[src/rtl/r5p_degu_pkg.sv]
// Shared R5P-degu definitions: core execution phase encodings and TCB arbiter state.
package r5p_degu_pkg;

  typedef enum logic [2:0] {
    PHA_IF  = 3'b000,
    PHA_MLD = 3'b001,
    PHA_MST = 3'b010,
    PHA_EXE = 3'b011,
    PHA_WB  = 3'b100,
    PHA_RS1 = 3'b101,
    PHA_RS2 = 3'b110
  } pha_t;

  typedef enum logic {
    ARB_CORE = 1'b0,
    ARB_AUX  = 1'b1
  } arb_st_t;

  // An idle core or a core about to fetch is at an instruction boundary.
  function automatic logic at_boundary(input logic vld, input logic [2:0] pha);
    return !vld || (pha == PHA_IF);
  endfunction

endpackage

[src/rtl/r5p_degu_tcb_arb_if.sv]
// TCB request/response bundle; master drives the request, slave returns data and ready.
interface r5p_degu_tcb_arb_if #(
  parameter int ABW = 32,
  parameter int DBW = 32
);
  logic           vld;
  logic           wen;
  logic [ABW-1:0] adr;
  logic [1:0]     siz;
  logic           uns;
  logic [DBW-1:0] wdt;
  logic [DBW-1:0] rdt;
  logic           err;
  logic           rdy;

  modport master (output vld, wen, adr, siz, uns, wdt, input rdt, err, rdy);
  modport slave  (input vld, wen, adr, siz, uns, wdt, output rdt, err, rdy);
endinterface

[src/rtl/r5p_degu_tcb_arb_own.sv]
// DLY-deep delay line of {transfer, owner} tags; reset discards all in-flight tags.
module r5p_degu_tcb_arb_own #(
  parameter int DLY = 1
)(
  input  logic clk,
  input  logic rst_n,
  input  logic trn,
  input  logic owner,
  output logic tap_trn,
  output logic tap_own
);

  logic [DLY-1:0] trn_sr;
  logic [DLY-1:0] own_sr;

  always_ff @(posedge clk or negedge rst_n) begin
    if (!rst_n) begin
      trn_sr <= '0;
      own_sr <= '0;
    end else begin
      trn_sr[0] <= trn;
      own_sr[0] <= owner;
      for (int i = 1; i < DLY; i++) begin
        trn_sr[i] <= trn_sr[i-1];
        own_sr[i] <= own_sr[i-1];
      end
    end
  end

  assign tap_trn = trn_sr[DLY-1];
  assign tap_own = own_sr[DLY-1];

endmodule

[src/rtl/r5p_degu_tcb_arb.sv]
// Core/aux arbiter for the single degu TCB bus; aux is admitted only at instruction boundaries.
//   state    | meaning
//   ARB_CORE | core owns the bus; aux may be switched in combinationally at IF/idle
//   ARB_AUX  | aux owns the bus for up to MAX_BURST transfers
module r5p_degu_tcb_arb
  import r5p_degu_pkg::*;
#(
  parameter int ABW       = 32,
  parameter int DBW       = 32,
  parameter int DLY       = 1,
  parameter int MAX_BURST = 4
)(
  input  logic                      clk,
  input  logic                      rst_n,
  input  logic [2:0]                c_pha,
  r5p_degu_tcb_arb_if.slave         c,
  r5p_degu_tcb_arb_if.slave         a,
  r5p_degu_tcb_arb_if.master        b,
  output logic                      own
);

  localparam int CW = $clog2(MAX_BURST + 1);

  arb_st_t        st, st_nxt;
  logic [CW-1:0]  cnt, cnt_nxt, cnt_eff;
  logic           cg, cg_nxt;
  logic           sw;
  logic           trn;
  logic           tap_trn, tap_own;
  logic [ABW-1:0] adr_mux;
  logic [DBW-1:0] wdt_mux;

  // The switch cycle already belongs to aux, so own looks ahead of the state register.
  always_comb begin
    sw      = rst_n && (st == ARB_CORE) && a.vld && !cg && at_boundary(c.vld, c_pha);
    own     = (st == ARB_AUX) || sw;
    adr_mux = own ? a.adr : c.adr;
    wdt_mux = own ? a.wdt : c.wdt;
    b.vld   = rst_n && (own ? a.vld : c.vld);
    b.wen   = own ? a.wen : c.wen;
    b.siz   = own ? a.siz : c.siz;
    b.uns   = own ? a.uns : c.uns;
    b.adr   = adr_mux;
    b.wdt   = wdt_mux;
    c.rdy   = !own && b.rdy;
    a.rdy   = own && b.rdy;
    trn     = b.vld && b.rdy;
  end

  always_comb begin
    st_nxt  = st;
    cnt_nxt = cnt;
    cg_nxt  = cg;
    cnt_eff = (st == ARB_AUX) ? cnt : '0;
    if (own) begin
      cnt_nxt = (cnt_eff == CW'(MAX_BURST)) ? cnt_eff : cnt_eff + CW'(trn);
      if ((trn && (cnt_eff == CW'(MAX_BURST - 1))) || !a.vld) begin
        st_nxt = ARB_CORE;
        cg_nxt = 1'b1;
      end else begin
        st_nxt = ARB_AUX;
      end
    end else if (trn) begin
      cg_nxt = 1'b0;
    end
  end

  always_ff @(posedge clk or negedge rst_n) begin
    if (!rst_n) begin
      st  <= ARB_CORE;
      cnt <= '0;
      cg  <= 1'b0;
    end else begin
      st  <= st_nxt;
      cnt <= cnt_nxt;
      cg  <= cg_nxt;
    end
  end

  r5p_degu_tcb_arb_own #(.DLY(DLY)) u_own (
    .clk     (clk),
    .rst_n   (rst_n),
    .trn     (trn),
    .owner   (own),
    .tap_trn (tap_trn),
    .tap_own (tap_own)
  );

  // Only a tagged response reaches a manager; idle bus data never leaks through.
  always_comb begin
    c.rdt = (tap_trn && !tap_own) ? b.rdt : '0;
    c.err = tap_trn && !tap_own && b.err;
    a.rdt = (tap_trn && tap_own) ? b.rdt : '0;
    a.err = tap_trn && tap_own && b.err;
  end

endmodule

[src/flat_wrapper.sv]
// flat-port wrapper written by rule: the top's interface ports become plain ports
module r5p_degu_tcb_arb_flat import r5p_degu_pkg::*;
#(
  parameter int ABW       = 32,
  parameter int DBW       = 32,
  parameter int DLY       = 1,
  parameter int MAX_BURST = 4
)
  (clk, rst_n, c_pha, own, c_vld, c_wen, c_adr, c_siz, c_uns, c_wdt, c_rdt, c_err, c_rdy, a_vld, a_wen, a_adr, a_siz, a_uns, a_wdt, a_rdt, a_err, a_rdy, b_vld, b_wen, b_adr, b_siz, b_uns, b_wdt, b_rdt, b_err, b_rdy);
  r5p_degu_tcb_arb_if #(.ABW(ABW), .DBW(DBW)) c_i ();
  r5p_degu_tcb_arb_if #(.ABW(ABW), .DBW(DBW)) a_i ();
  r5p_degu_tcb_arb_if #(.ABW(ABW), .DBW(DBW)) b_i ();
  input  logic clk;
  input  logic rst_n;
  input  logic [2:0] c_pha;
  output logic own;
  input wire logic [$bits(c_i.vld)-1:0] c_vld;
  input wire logic [$bits(c_i.wen)-1:0] c_wen;
  input wire logic [$bits(c_i.adr)-1:0] c_adr;
  input wire logic [$bits(c_i.siz)-1:0] c_siz;
  input wire logic [$bits(c_i.uns)-1:0] c_uns;
  input wire logic [$bits(c_i.wdt)-1:0] c_wdt;
  output wire logic [$bits(c_i.rdt)-1:0] c_rdt;
  output wire logic [$bits(c_i.err)-1:0] c_err;
  output wire logic [$bits(c_i.rdy)-1:0] c_rdy;
  input wire logic [$bits(a_i.vld)-1:0] a_vld;
  input wire logic [$bits(a_i.wen)-1:0] a_wen;
  input wire logic [$bits(a_i.adr)-1:0] a_adr;
  input wire logic [$bits(a_i.siz)-1:0] a_siz;
  input wire logic [$bits(a_i.uns)-1:0] a_uns;
  input wire logic [$bits(a_i.wdt)-1:0] a_wdt;
  output wire logic [$bits(a_i.rdt)-1:0] a_rdt;
  output wire logic [$bits(a_i.err)-1:0] a_err;
  output wire logic [$bits(a_i.rdy)-1:0] a_rdy;
  output wire logic [$bits(b_i.vld)-1:0] b_vld;
  output wire logic [$bits(b_i.wen)-1:0] b_wen;
  output wire logic [$bits(b_i.adr)-1:0] b_adr;
  output wire logic [$bits(b_i.siz)-1:0] b_siz;
  output wire logic [$bits(b_i.uns)-1:0] b_uns;
  output wire logic [$bits(b_i.wdt)-1:0] b_wdt;
  input wire logic [$bits(b_i.rdt)-1:0] b_rdt;
  input wire logic [$bits(b_i.err)-1:0] b_err;
  input wire logic [$bits(b_i.rdy)-1:0] b_rdy;
  assign c_i.vld = c_vld;
  assign c_i.wen = c_wen;
  assign c_i.adr = c_adr;
  assign c_i.siz = c_siz;
  assign c_i.uns = c_uns;
  assign c_i.wdt = c_wdt;
  assign c_rdt = c_i.rdt;
  assign c_err = c_i.err;
  assign c_rdy = c_i.rdy;
  assign a_i.vld = a_vld;
  assign a_i.wen = a_wen;
  assign a_i.adr = a_adr;
  assign a_i.siz = a_siz;
  assign a_i.uns = a_uns;
  assign a_i.wdt = a_wdt;
  assign a_rdt = a_i.rdt;
  assign a_err = a_i.err;
  assign a_rdy = a_i.rdy;
  assign b_vld = b_i.vld;
  assign b_wen = b_i.wen;
  assign b_adr = b_i.adr;
  assign b_siz = b_i.siz;
  assign b_uns = b_i.uns;
  assign b_wdt = b_i.wdt;
  assign b_i.rdt = b_rdt;
  assign b_i.err = b_err;
  assign b_i.rdy = b_rdy;
  r5p_degu_tcb_arb #(.ABW(ABW), .DBW(DBW), .DLY(DLY), .MAX_BURST(MAX_BURST)) u_core (.clk(clk), .rst_n(rst_n), .c_pha(c_pha), .c(c_i), .a(a_i), .b(b_i), .own(own));
endmodule
[config.mk]
export PLATFORM = sky130hd
export DESIGN_NAME = r5p_degu_tcb_arb_flat
export DESIGN_NICKNAME = d
export VERILOG_FILES = /design/src/rtl/r5p_degu_pkg.sv /design/src/rtl/r5p_degu_tcb_arb_if.sv /design/src/rtl/r5p_degu_tcb_arb_own.sv /design/src/rtl/r5p_degu_tcb_arb.sv /design/src/flat_wrapper.sv
export SDC_FILE = /design/constraint.sdc
export NUM_CORES = 1
export LEC_CHECK = 0
export CAP_MARGIN = 10
export CORE_AREA = 2 2 123 125
export DETAILED_ROUTE_END_ITERATION = 10
export DIE_AREA = 0 0 125 127
export DONT_BUFFER_PORTS = 1
export RECOVER_POWER = 50
export SYNTH_ARGS = -nofsm -noshare
export SYNTH_HDL_FRONTEND = slang
export SYNTH_SLANG_ARGS = --single-unit
[constraint.sdc]
create_clock -name clk -period 2.75 [get_ports clk]
set_clock_uncertainty 0.2 [all_clocks]
set_input_delay 0.275 -clock clk [delete_from_list [all_inputs] [get_ports clk]]
set_output_delay 0.275 -clock clk [all_outputs]
set_load 0.02 [all_outputs]
**Word level (Yosys, flattened, before mapping)**

Cells that the tools add are included.

- Word-level logic and storage cells: 48
- Flip-flop bits (word level): 7
- Input port bits: 177

- Bitwise gates (word level): 1
- Mux-type cells: 14
- Add/subtract/negate cells: 1
- Eq/ne operators: 3
- Reductions and logical operators: 24

Operators with widths:

| cell | number |
|---|---|
| 32-bit 2-to-1 mux | 4 |
| 1-bit logical AND | 13 |
| 1-bit 2-to-1 mux | 7 |
| 3-bit 2-to-1 mux | 2 |
| 1-bit logical NOT | 5 |
| 3-bit by 1-bit adder with 3-bit output | 1 |
| 3-bit by 2-bit == test with 1-bit output, second input constant | 1 |
| 3-bit == test, second input constant | 1 |
| 3-bit logical NOT | 1 |
| 1-bit logical OR | 3 |
| 2-bit 2-to-1 mux | 1 |
| 2-bit by 1-bit inequality test with 1-bit output, second input constant | 1 |
| 2-bit AND reduction | 1 |
| 2-bit nonzero test | 1 |
| 1-bit inverter | 1 |

**Longest topological paths before layout**

- Word-level depth: 13
- Gate-level depth with buffers: 9
- Gate-level depth less buffers: 8

**Hierarchy**

A second synthesis with hierarchy kept.

- Cells, all modules: 193
- Area, all modules: 1,736.7 µm²

By module, submodules not included:

| module | instances | area each (µm²) | cells each |
|---|---|---|---|
| r5p_degu_tcb_arb | 1 | 1,686.6 | 191 |
| r5p_degu_tcb_arb_own | 1 | 50.0 | 2 |

**Worst setup path after synthesis**

OpenSTA, ideal clock, no wires.

- Path kind: reg2reg
- From: register u_core.st
- To: register u_core.cnt[2]
- Stages on the path, launching flop included: 10
- Arrival: 1.745 ns
- Setup time: 0.128 ns
- Slack: 0.677 ns
- Data required time: 2.422 ns
- Cell sequence: dfrtp_1 clkbuf_1 nand2b_1 a21oi_1 nor2_1 ha_1 ha_1 or2_2 o31ai_1 nor3_1

- Longest elaborated chain between the ends: 11
- Elaborated cells on any way between the ends: 13
- Those cells by class: add/sub (1); eq/ne (1); mux (3); bitwise (1); reduce/logical (7)

RTL lines:

| item | line | RTL |
|---|---|---|
| from (decl) | r5p_degu_tcb_arb.sv:24 | `arb_st_t st, st_nxt;` |
| from (signal assigned) | r5p_degu_tcb_arb.sv:74 | `st <= st_nxt;` |
| 1-bit inverter | r5p_degu_tcb_arb.sv:35 | `sw = rst_n && (st == ARB_CORE) && a.vld && !cg && at_boundary(c.vld, c_pha);` |
| 1-bit logical AND (4 in series) | r5p_degu_tcb_arb.sv:35 |  |
| 1-bit logical OR (*) | r5p_degu_tcb_arb.sv:36 | `own = (st == ARB_AUX) \|\| sw;` |
| 1-bit 2-to-1 mux (*) | r5p_degu_tcb_arb.sv:39 | `b.vld = rst_n && (own ? a.vld : c.vld);` |
| 1-bit logical AND (*) | r5p_degu_tcb_arb.sv:39 |  |
| 1-bit logical AND (*) | r5p_degu_tcb_arb.sv:47 | `trn = b.vld && b.rdy;` |
| net u_core.trn | r5p_degu_tcb_arb.sv:28 | `logic trn;` |
| 3-bit by 1-bit adder with 3-bit output (*) | r5p_degu_tcb_arb.sv:56 | `cnt_nxt = (cnt_eff == CW'(MAX_BURST)) ? cnt_eff : cnt_eff + CW'(trn);` |
| 3-bit 2-to-1 mux (*) | r5p_degu_tcb_arb.sv:56 |  |
| to (signal assigned) | r5p_degu_tcb_arb.sv:75 | `cnt <= cnt_nxt;` |
| to (decl) | r5p_degu_tcb_arb.sv:25 | `logic [CW-1:0] cnt, cnt_nxt, cnt_eff;` |

The timed path passes the listed nets; every way through them passes the cells marked *.
A chain may end at the register's enable or synchronous reset.

**Worst setup path after layout**

- From: register u_core.st
- To: output port b_wdt[18]

- Longest elaborated chain between the ends: 7

RTL lines:

| item | line | RTL |
|---|---|---|
| 1-bit inverter | r5p_degu_tcb_arb.sv:35 |  |
| 1-bit logical AND (4 in series) | r5p_degu_tcb_arb.sv:35 |  |
| 1-bit logical OR (*) | r5p_degu_tcb_arb.sv:36 |  |
| 32-bit 2-to-1 mux (*) | r5p_degu_tcb_arb.sv:38 | `wdt_mux = own ? a.wdt : c.wdt;` |
| to (decl) | flat_wrapper.sv:40 | `output wire logic [$bits(b_i.wdt)-1:0] b_wdt;` |

Every way passes the cells marked *; elsewhere a longest branch is shown, timed or not.

==> summary.txt <==
Run status
  – Status: finished clean

Worst setup path
  – Worst EP arrival: around 2.2 ns
  – Highest net fanout along the worst path: 71
  – CP Capture Type: primary output
  – Critical Path RT: roughly 2.3 ns
  – CP peak stage delay: between 0.5 and 0.6 ns
  – Worst Setup SP: u_core.st$_DFFE_PN0N_
  – Startpoint types: flop
  – R2R depth: 8
  – Crit-path cells: nand2b_1 > o22ai_4 > buf_12 > mux2_2
  – R2R Path Start: u_core.st$_DFFE_PN0N_
  – Kind of critical path: reg -> out
  – Critical-path top delay cell: dfrtp_1

Drt
  – Vias: ~1700
  – Post-detailed-route count of antenna-violating nets: 0
  – First-pass iteration count of the detailed router: 4
  – # DRC: 0
  – DRT Wirelength: between 7000 and 8000 um
  – Number of vias per cell: around 4.4
  – Wirelength per Cell: ~20 um
  – Initial DRC Count: between 40 and 50

CTS
  – Worst-Skew Late Latency: roughly 0.24 ns
  – CTS Root Cell: clkbuf_16
  – Postcts setup bufs: 0
  – Clock buffer depth: 2
  – CTS H-tree lvls: 1
  – Num CTS Buffers: 3
  – CTS sink count: 7
  – Post-CTS Resized: 0
  – CTS tree: yes
  – Reg clk slew, reported paths: roughly 0.04 ns

STA
  – Final min period: about 2.6 ns
  – Fmax achieved: around 380 MHz
  – Final setup vio count: 0
  – RSZ-0062 raised after global routing: false
  – Fin. max-slew vios: 0
  – Setup TNS Final: 0 ns
  – Final WS setup: between 0.1 and 0.15 ns
  – Slew HR: roughly 69%
  – Worst slew pin tran: 0.467 ns
  – Fin crit share: 96.1%
  – Final hold viol count: 0

Floorplanning
  – Core area: 14400 um^2
  – Chip Width: between 100 and 150 um
  – Die height: approximately 130 um
  – IO Pins: approximately 320
  – Site Rows: 44
  – Die footprint: roughly 16000 um^2
  – Initial core utilization: 12.4%

Synth
  – Sequential area share after synthesis: ~9.8%
  – Synth warnings: 0
  – Async SR Flop Fraction: 100%
  – Synth Instances: 198
  – Number of synthesized flops with an enable pin: 0
  – Ranking of synthesized cells by area: mux2_2, and2_1, and3_1, dfrtp_1, mux2_4
  – Synth top area share: 36.5%
  – Netlist cell types: 30
  – Dominant cell type by area after synthesis: mux2_2
  – Mapped cell area: around 1800 um^2
  – Yosys reg bits: 7
  – Mean Syn Cell Area: 9.03 um^2
  – Syn nets: 377
  – Ys flop type: dfrtp_1

Cells and area
  – Area of the multi-input gates: about 1500 um^2
  – Area delta synth->final: 15.1%
  – Fin nets: 372
  – Share of post-route cells with drive strength above 1: between 40% and 50%
  – Fill cells: between 1500 and 2000
  – Register area: about 180 um^2

Global routing
  – Largest net degree at the start of global routing: between 70 and 80
  – Vias in the first global route: roughly 1600
  – Initial antenna violation count: 4
  – All-layer global routing usage: around 7.8%
  – Global route overflow: 0
  – First-pass GRT wire length: just over 9000 um

Placed design
  – Pre-CTS WS: between 0.3 and 0.4 ns
  – Placer Congestion: ~0.79
  – Port Buffers: 0
  – Hpwl dp: 6810 um

Flow run
  – # Max-Cap Violations: 0

Power
  – VDD IR max: between 150 and 200 uV
  – LEAKAGE: ~0.9 nW
  – Pwr per Cell Area: approximately 440 nW/um^2

Hold path
  – Hold_sp: a_vld
  – Hold Crit Class: in -> reg
  – WHS Path Cells: 2
kinds of logic after synthesis:
kind of cell	synth area share [%]
adder cells (fa/ha/maj)	1.40
buffers and inverters	7.42
AO/OA/AOI/OAI	5.74
AND/OR/NAND/NOR	30.7
multiplexers	44.9
flip-flops	9.80
state kept, by name (all words and copies together) (netlist names):
signal and cells:
u_core.u_own.tap_trn 1, u_core.cg 1, u_core.u_own.tap_own 1, u_core.st 1
u_core.cnt 3
critical path: cells and delay by family, from the launching register on:
kind	cells	cell delay [ns]
flip-flops	1	0.51
multiplexers	1	0.47
AND/OR/NAND/NOR	1	0.32
buffers and inverters	1	0.31
AO/OA/AOI/OAI	1	0.23
worst paths after layout:
kind | end | slack [ns]
min reg2reg | u_core.cg$_DFFE_PN0P_ | 0.32
min | u_core.st$_DFFE_PN0N_ | 0.03
max in group asynchronous | u_core.cnt[2]$_DFFE_PN0N_ | 1.90
min in group asynchronous | u_core.cg$_DFFE_PN0P_ | 0.19
max reg2reg | u_core.cnt[2]$_DFFE_PN0N_ | 0.51
max | b_wdt[18] | 0.11
area by class of cell:
cell class,instances,area share (%)
inverter,3,0.547
multi-input combinational,170,71.9
sequential,7,8.51
antenna,4,0.486
timing repair buffer,8,3.47
clock buffer,3,3.65
clock inverter,1,0.243
tap,184,11.2
timing repair:
| item | 4_1_cts | 5_1_grt |
|---|---|---|
| endpoints found under the setup margin | 0 | 0 |
| endpoints found under the hold margin | 8 | 0 |
| hold buffers | 2 | 0 |
cells in the mapped netlist, types with 2 or more instances:
cell type  number
nor3_1          3
nand2b_1        2
nor2_1          3
clkbuf_1       10
and2_1         37
buf_6           7
a211oi_1        2
ha_1            2
o31ai_1         4
dfrtp_1         7
and3_1         33
nor2b_1         3
mux2_2         58
mux2_4         10
inv_1           2
cells in the final DEF (no fill, tap or decap), types with 2 or more instances in the layout:
cell type	netlist	layout
a211oi_1	2	2
nand2b_1	2	2
nor2_1	3	3
buf_4	0	3
dfrtp_1	7	7
nor3_1	3	3
o31ai_1	4	4
diode_2	0	4
mux2_4	10	10
and3_1	33	33
inv_1	2	2
and2_0	0	30
nor2b_1	3	3
ha_1	2	2
and2_1	37	7
mux2_2	58	58
dlygate4sd3_1	0	2
clkbuf_16	0	3
power by group:
part           switching [mW]  internal, mW
clock network          0.0659         0.192
logic                   0.333         0.177
registers              0.0225         0.120
total                   0.421         0.489
layer usage:
layer	global-route usage, %	vias to the layer above	part of all wire [%]
met3	2.30	20	11
met5	0	-	0
met2	15.3	177	55
li1	-	705	-
met1	6.59	758	29
met4	5.82	0	5.2
through the flow:
stage          util, %  instances  power, mW  area [um^2]  hold WS [ns]
6_report          14.3        380      0.910         2060        0.0340
5_1_grt           14.3        380      0.946         2060        0.0296
4_1_cts           14.2        376      0.915         2050        0.0312
3_5_place_dp      13.5        370      0.651         1950        -0.220
3_3_place_gp      13.5        370      0.637         1950        -0.220
2_1_floorplan        -        198      0.606         1790        -0.221
(Power assumes the default switching activity.)
